[src/rtl/serial_subtractor_6.sv]
// rtl/serial_subtractor_6.sv - bit-serial two's-complement subtractor, LSB first, start/busy/done handshake
module serial_subtractor_6 #(
  parameter int WIDTH = 6
) (
  input  logic             clk,
  input  logic             rst,
  input  logic             start,
  input  logic [WIDTH-1:0] a,
  input  logic [WIDTH-1:0] b,
  output logic             busy,
  output logic             done,
  output logic [WIDTH-1:0] diff,
  output logic             bo
);

  localparam int IW = (WIDTH > 1) ? $clog2(WIDTH) : 1;
  localparam logic [IW-1:0] LAST_IDX = IW'(WIDTH - 1);

  typedef enum logic [1:0] {IDLE, RUN, DONE} state_t;

  state_t           state;
  logic [WIDTH-1:0] a_sh;
  logic [WIDTH-1:0] b_sh;
  logic [WIDTH-1:0] res_sh;
  logic [IW-1:0]    idx;
  logic             br;

  logic             x;
  logic             y;
  logic             d;
  logic             br_n;
  logic [WIDTH-1:0] res_n;

  // Single full-subtractor cell applied to the current LSBs and the running borrow
  always_comb begin
    x     = a_sh[0];
    y     = b_sh[0];
    d     = x ^ y ^ br;
    br_n  = (~x & y) | (~(x ^ y) & br);
    res_n = {d, res_sh[WIDTH-1:1]};
  end

  // Control FSM with registered handshake and result outputs
  always_ff @(posedge clk) begin
    if (rst) begin
      state  <= IDLE;
      busy   <= 1'b0;
      done   <= 1'b0;
      diff   <= '0;
      bo     <= 1'b0;
      idx    <= '0;
      br     <= 1'b0;
      a_sh   <= '0;
      b_sh   <= '0;
      res_sh <= '0;
    end else begin
      case (state)
        IDLE: begin
          done <= 1'b0;
          if (start) begin
            a_sh  <= a;
            b_sh  <= b;
            br    <= 1'b0;
            idx   <= '0;
            busy  <= 1'b1;
            state <= RUN;
          end
        end
        RUN: begin
          a_sh   <= a_sh >> 1;
          b_sh   <= b_sh >> 1;
          res_sh <= res_n;
          br     <= br_n;
          if (idx == LAST_IDX) begin
            // Final bit: publish the assembled result and the last borrow together
            diff  <= res_n;
            bo    <= br_n;
            busy  <= 1'b0;
            done  <= 1'b1;
            state <= DONE;
          end else begin
            idx <= idx + IW'(1);
          end
        end
        DONE: begin
          // Start is deliberately not sampled here; re-accept happens from IDLE only
          done  <= 1'b0;
          state <= IDLE;
        end
        default: begin
          busy  <= 1'b0;
          done  <= 1'b0;
          state <= IDLE;
        end
      endcase
    end
  end

endmodule

[config.mk]
export PLATFORM = sky130hd
export DESIGN_NAME = serial_subtractor_6
export DESIGN_NICKNAME = d
export VERILOG_FILES = /design/src/rtl/serial_subtractor_6.sv
export SDC_FILE = /design/constraint.sdc
export NUM_CORES = 1
export LEC_CHECK = 0
export ABC_AREA = 0
export CORE_MARGIN = 2
export CORE_UTILIZATION = 30
export DETAILED_ROUTE_END_ITERATION = 16
export SYNTH_ARGS = -nofsm -noshare
export SYNTH_HDL_FRONTEND = slang
export SYNTH_SLANG_ARGS = --single-unit
[constraint.sdc]
create_clock -name clk -period 1.4 [get_ports clk]
set_clock_uncertainty 0.15 [all_clocks]
set_input_delay 0.21 -clock clk [delete_from_list [all_inputs] [get_ports clk]]
set_output_delay 0.21 -clock clk [all_outputs]
set_load 0.05 [all_outputs]
# Word-level counts from Yosys, hierarchy flattened
# Cells that the tools add are included.
# word_totals
regBits	33
in_bits	15
word_cells	49
# classes
add_sub_neg	1
eq_ne	6
muxes	15
bitwise	9
n_reduce_logical	8
# op_table
op	count
one-hot mux 6 bit (2 select lines)	2
two-way mux 6 bit	2
two-way mux 3 bit	2
!= test 2 bit (second input constant)	3
one-hot mux 3 bit (2 select lines)	1
AND reduction 2 bit	3
AND reduction 3 bit	2
two-way mux 2 bit	2
inverter 1 bit	4
one-hot mux 2 bit (2 select lines)	1
adder 3 x 1 -> 3 bit (second input constant)	1
equality test 3 bit (second input constant)	1
two-way mux 1 bit	3
one-hot mux 1 bit (3 select lines)	1
AND 1 bit	2
equality test 2 x 1 -> 1 bit (second input constant)	1
equality test 2 bit (second input constant)	1
zero test 2 bit	1
one-hot mux 1 bit (2 select lines)	1
nonzero test 2 bit	1
OR reduction 2 bit	1
bitwise XOR 1 bit	2
bitwise OR 1 bit	1

# Logic depth before layout (Yosys ltp)
# logic_depth
word_depth	5
mapped_depth	6
mapped_depth_nobuf	5

# Worst setup path before layout
# No wires, ideal clock.
# synth_timing
path_kind	register -> register
start	register idx[1]
end	register idx[1]
arrival_time_ns	1.229
required_time_ns	1.163
setup_slack_ns	-0.066
stages_incl_launch_ff	6
path_cell_list	dfxtp_1 > inv_1 > ha_1 > and3_1 > or4_1 > o31ai_1
# synth_via
elab_chain_cells	3
# synth_lines
element	line	source
start, declared	25	logic [IW-1:0] idx;
start signal, assigned	82	idx <= idx + IW'(1);
adder 3 x 1 -> 3 bit / equality test 3 bit (equally long branches)	82, 74	
two-way mux 3 bit / != test 2 bit (equally long branches)	--	
one-hot mux 3 bit (2 select lines) / AND reduction 3 bit (equally long branches)	--	
# Several ways; a longest one is shown, not always the timed one. The select of a mux whose other input is x is not followed.
# A chain may end at the register's enable or synchronous reset.

# Final worst setup path
# Ends and elaborated chain as after synthesis.

==> impl_metrics.prom <==
# TYPE chip_impl_metric gauge
chip_impl_info{name="outcome",value="finished, violations left"} 1
chip_impl_info{name="violations",value="negative setup slack"} 1
chip_impl_metric{name="routed_wire_length_per_instance",unit="µm"} 12.37
chip_impl_info{name="grt_setup_unrepaired",value="true"} 1
chip_impl_info{name="crit_path_top_delay_cell",value="sky130_fd_sc_hd__or4_4"} 1
chip_impl_metric{name="area_grow_syn2layout",unit="%"} 43.73
chip_impl_info{name="critPathKind",value="flop to flop"} 1
chip_impl_metric{name="power_density",unit="nW/µm²"} 954.3
chip_impl_info{name="min_path_type",value="flop to flop"} 1
chip_impl_metric{name="layout.core_utilization",unit=""} 0.4518
chip_impl_metric{name="portBuffers",unit=""} 23
chip_impl_metric{name="final-max-slew-violation-count",unit=""} 0
chip_impl_info{name="startpoint",value="idx[1]"} 1
chip_impl_metric{name="detailedPlace.worstSlack",unit="ns"} -0.2305
chip_impl_info{name="synth.top_cells.by_area",value="sky130_fd_sc_hd__dfxtp_1 (46%), sky130_fd_sc_hd__mux2i_1 (12%), sky130_fd_sc_hd__a211oi_2 (9.9%)"} 1
chip_impl_metric{name="setup_viol_count_final",unit=""} 2
chip_impl_metric{name="postSynthNetCount",unit=""} 156
chip_impl_metric{name="cts.sinks",unit=""} 32
chip_impl_metric{name="layout_net_count",unit=""} 197
chip_impl_metric{name="timing_worst_slew_pin_value",unit="ns"} 0.3898
chip_impl_metric{name="h_tree_levels",unit=""} 2
chip_impl_metric{name="synth_warnings",unit=""} 0
chip_impl_metric{name="number_of_antenna_violations_at_the_first_check_in_global_routing",unit=""} 0
chip_impl_metric{name="syn_inst",unit=""} 138
chip_impl_metric{name="initial_utilization",unit=""} 0.3143
chip_impl_metric{name="postLayoutCellArea",unit="µm²"} 1994
chip_impl_metric{name="synth_top_area_share",unit=""} 0.4617
chip_impl_metric{name="synth.yosys.seq_area_share",unit=""} 0.4617
chip_impl_metric{name="post_synth_edffs",unit=""} 0
chip_impl_info{name="synth_flop_cell",value="sky130_fd_sc_hd__dfxtp_1"} 1
chip_impl_metric{name="area.sequential",unit="µm²"} 645.6
chip_impl_info{name="start_kind",value="flop"} 1
chip_impl_metric{name="fraction_of_registers_with_async_set_or_reset_after_synthesis",unit=""} 0
chip_impl_metric{name="irDropWorstVdd",unit="V"} 0.0004494
chip_impl_metric{name="worstPathRequired",unit="ns"} 1.43
chip_impl_metric{name="drt-vias-per-instance",unit=""} 4.723
chip_impl_metric{name="placeableCoreArea",unit="µm²"} 4414
chip_impl_metric{name="placed_area",unit="µm²"} 1844
chip_impl_metric{name="worst-r2r-cell-count",unit=""} 5
chip_impl_metric{name="io_pins",unit=""} 24
chip_impl_metric{name="gr-total-overflow",unit=""} 0
chip_impl_metric{name="die_h",unit="µm"} 72.01
chip_impl_info{name="r2r_end",value="idx[1]"} 1
chip_impl_metric{name="clock_insertion_delay_worst_skew",unit="ns"} 0.28
chip_impl_metric{name="critical_path_peak_fanout",unit=""} 3
chip_impl_metric{name="die_width",unit="µm"} 72.01
chip_impl_metric{name="cts_inserted_buffers",unit=""} 5
chip_impl_metric{name="routabilityCongestion",unit=""} 0.8428
chip_impl_metric{name="timing.slew.headroom",unit=""} 0.7401
chip_impl_metric{name="critPathArrivalTime",unit="ns"} 1.46
chip_impl_metric{name="yosys_register_bits",unit=""} 32
chip_impl_metric{name="detail_route.iter0.violations",unit=""} 53
chip_impl_info{name="yosys_top_cell_by_area",value="sky130_fd_sc_hd__dfxtp_1"} 1
chip_impl_metric{name="layout_cells_sized_above_1",unit=""} 0.3464
chip_impl_info{name="setup.worst_path.end_class",value="flop"} 1
chip_impl_info{name="setup.worst_path.end",value="idx[1]"} 1
chip_impl_metric{name="detail_route.drc_violations",unit=""} 0
chip_impl_metric{name="fillers",unit=""} 415
chip_impl_metric{name="grt_util_all_layers",unit=""} 0.1161
chip_impl_metric{name="slowest_delay",unit="ns"} 0.41
chip_impl_metric{name="cts_hold_buf",unit=""} 0
chip_impl_metric{name="dr.pass1.iters",unit=""} 4
chip_impl_metric{name="dieArea",unit="µm²"} 5185
chip_impl_metric{name="num_antenna_cells",unit=""} 0
chip_impl_metric{name="ys_types",unit=""} 31
chip_impl_metric{name="layout_worst_path_cycle_share",unit=""} 1.021
chip_impl_metric{name="fmax",unit="MHz"} 699.6
chip_impl_info{name="tritoncts",value="yes"} 1
chip_impl_metric{name="vias",unit=""} 1091
chip_impl_metric{name="cts_max_path_buffers",unit=""} 2
chip_impl_metric{name="rows",unit=""} 24
chip_impl_metric{name="leakagePower",unit="µW"} 0.0007617
chip_impl_metric{name="multi_input_comb_area",unit="µm²"} 709.4
chip_impl_info{name="cts-root-buf",value="sky130_fd_sc_hd__clkbuf_8"} 1
chip_impl_metric{name="postSynthAreaPerCell",unit="µm²"} 10.05
chip_impl_info{name="critical_path.cell_chain",value="inv_2, ha_4, and3_4, or4_4, o31ai_1"} 1
chip_impl_metric{name="grt_pass1_vias",unit=""} 1134
chip_impl_info{name="synth_most_common_cell",value="sky130_fd_sc_hd__dfxtp_1"} 1
chip_impl_metric{name="netlist_area",unit="µm²"} 1388
chip_impl_metric{name="maxCapViolCount",unit=""} 0
chip_impl_metric{name="dp_hpwl",unit="mm"} 2.026
chip_impl_metric{name="cts.clk_slew.worst_paths",unit="ns"} 0.06
chip_impl_metric{name="final_hold_slack",unit="ns"} 0.3152
chip_impl_info{name="synth.top_cells.by_count",value="sky130_fd_sc_hd__dfxtp_1 (32), sky130_fd_sc_hd__nor2_1 (20), sky130_fd_sc_hd__mux2i_1 (16), sky130_fd_sc_hd__nand2_1 (12), sky130_fd_sc_hd__a211oi_2 (11)"} 1
chip_impl_metric{name="final.min_clock_period",unit="ns"} 1.429
chip_impl_metric{name="finalHoldViolCount",unit=""} 0
chip_impl_metric{name="grt_start_max_net_pins",unit=""} 33
chip_impl_metric{name="wirelength",unit="mm"} 2.858
chip_impl_metric{name="ant_nets",unit=""} 0
chip_impl_metric{name="setup.reg_to_reg.worst_slack",unit="ns"} -0.03
chip_impl_metric{name="setup_ws",unit="ns"} -0.02943
chip_impl_metric{name="global_route_wire_length_before_repair",unit="mm"} 4.774
chip_impl_info{name="timing.rr.start",value="idx[1]"} 1
-- per-stage QoR --
stage	setup TNS [ns]	cells	total power, µW
6_report	-0.03761	231	1903
5_1_grt	-0.6974	231	1995
2_1_floorplan	0	138	1157
4_1_cts	-0.1079	229	1911
3_3_place_gp	-3.256	221	1253
3_5_place_dp	-3.617	221	1262
-- layout make-up --
type	instances	area share
multi-input cells	93	0.3557
flip-flops and latches	32	0.3237
repair buffers	43	0.2415
clock buffers	6	0.03639
well taps	52	0.03262
inverters	4	0.007528
clock inverters	1	0.002509
-- layer usage --
metal / global-route usage / routed length (µm) / up-vias
li1: - / - / 556
met1: 0.1346 / 1283 / 514
met2: 0.2006 / 1420 / 19
met3: 0.04028 / 142 / 2
met4: 0.03774 / 11 / 0
met5: 0 / 0 / -
-- critical path: cells and delay by family (launching register included) --
family,cells,cell delay (ns)
flip-flops,1,0.33
buffers and inverters,1,0.05
AO/OA/AOI/OAI,1,0.08
AND/OR/NAND/NOR,2,0.59
adder cells (fa/ha/maj),1,0.15
-- cell families (layout without fill, tap and decap cells) --
group | after synthesis | after routing | share of synthesized area
muxes | 16 | 16 | 0.1154
adders and majority gates | 3 | 3 | 0.03246
DFF | 32 | 32 | 0.4617
and+or+nand+nor | 44 | 44 | 0.1506
AOI/OAI and AO/OA | 30 | 30 | 0.1812
buffers and inverters | 13 | 54 | 0.05861
-- how the worst min path moves through the flow --
stage / to / depth (start not counted) / from
after CTS: res_sh[1] / 2 / res_sh[1]
after floorplan: a_sh[5] / 2 / a[5]
after detailed placement: res_sh[1] / 2 / res_sh[1]
after global routing: res_sh[1] / 2 / res_sh[1]
final: res_sh[1] / 2 / res_sh[1]
after global placement: res_sh[1] / 2 / res_sh[1]
-- cells in the final DEF, fill, tap and decap left out, types with 2 or more instances in the layout --
cell type                         Yosys  layout
sky130_fd_sc_hd__dfxtp_2              0       4
sky130_fd_sc_hd__nor3_1               3       3
sky130_fd_sc_hd__dfxtp_1             32      28
sky130_fd_sc_hd__clkdlybuf4s50_1      0      14
sky130_fd_sc_hd__buf_6                4       3
sky130_fd_sc_hd__nor2_2               1       2
sky130_fd_sc_hd__buf_4                0      17
sky130_fd_sc_hd__o21ai_1              1       2
sky130_fd_sc_hd__inv_1                4       3
sky130_fd_sc_hd__clkbuf_8             0       5
sky130_fd_sc_hd__buf_12               0       9
sky130_fd_sc_hd__mux2i_1             16      13
sky130_fd_sc_hd__a21oi_1             10       9
sky130_fd_sc_hd__mux2i_2              0       3
sky130_fd_sc_hd__nor2_1              20      19
sky130_fd_sc_hd__a22oi_1              2       2
sky130_fd_sc_hd__a211oi_2            11      11
sky130_fd_sc_hd__nand2_1             12      12
-- report_power, final --
| part | switching [µW] | internal [µW] | total [µW] |
|---|---|---|---|
| sequential | 29.9 | 953 | 982 |
| combinational | 131 | 152 | 283 |
| clock | 301 | 337 | 638 |
| total | 462 | 1440 | 1900 |
-- flip-flops by register name (all words and copies together) (netlist names) --
name and cells:
a_sh 6, b_sh 6, diff 6, res_sh 5, idx 3, state 2, bo 1, br 1
busy 1, done 1
-- repair_timing --
action,CTS,global route
setup endpoints to repair,9,15
pin swaps,1,2
gates cloned,0,0
setup buffers,1,2
gates resized for setup,3,11
No activity file was read; power rests on OpenSTA's default activity.
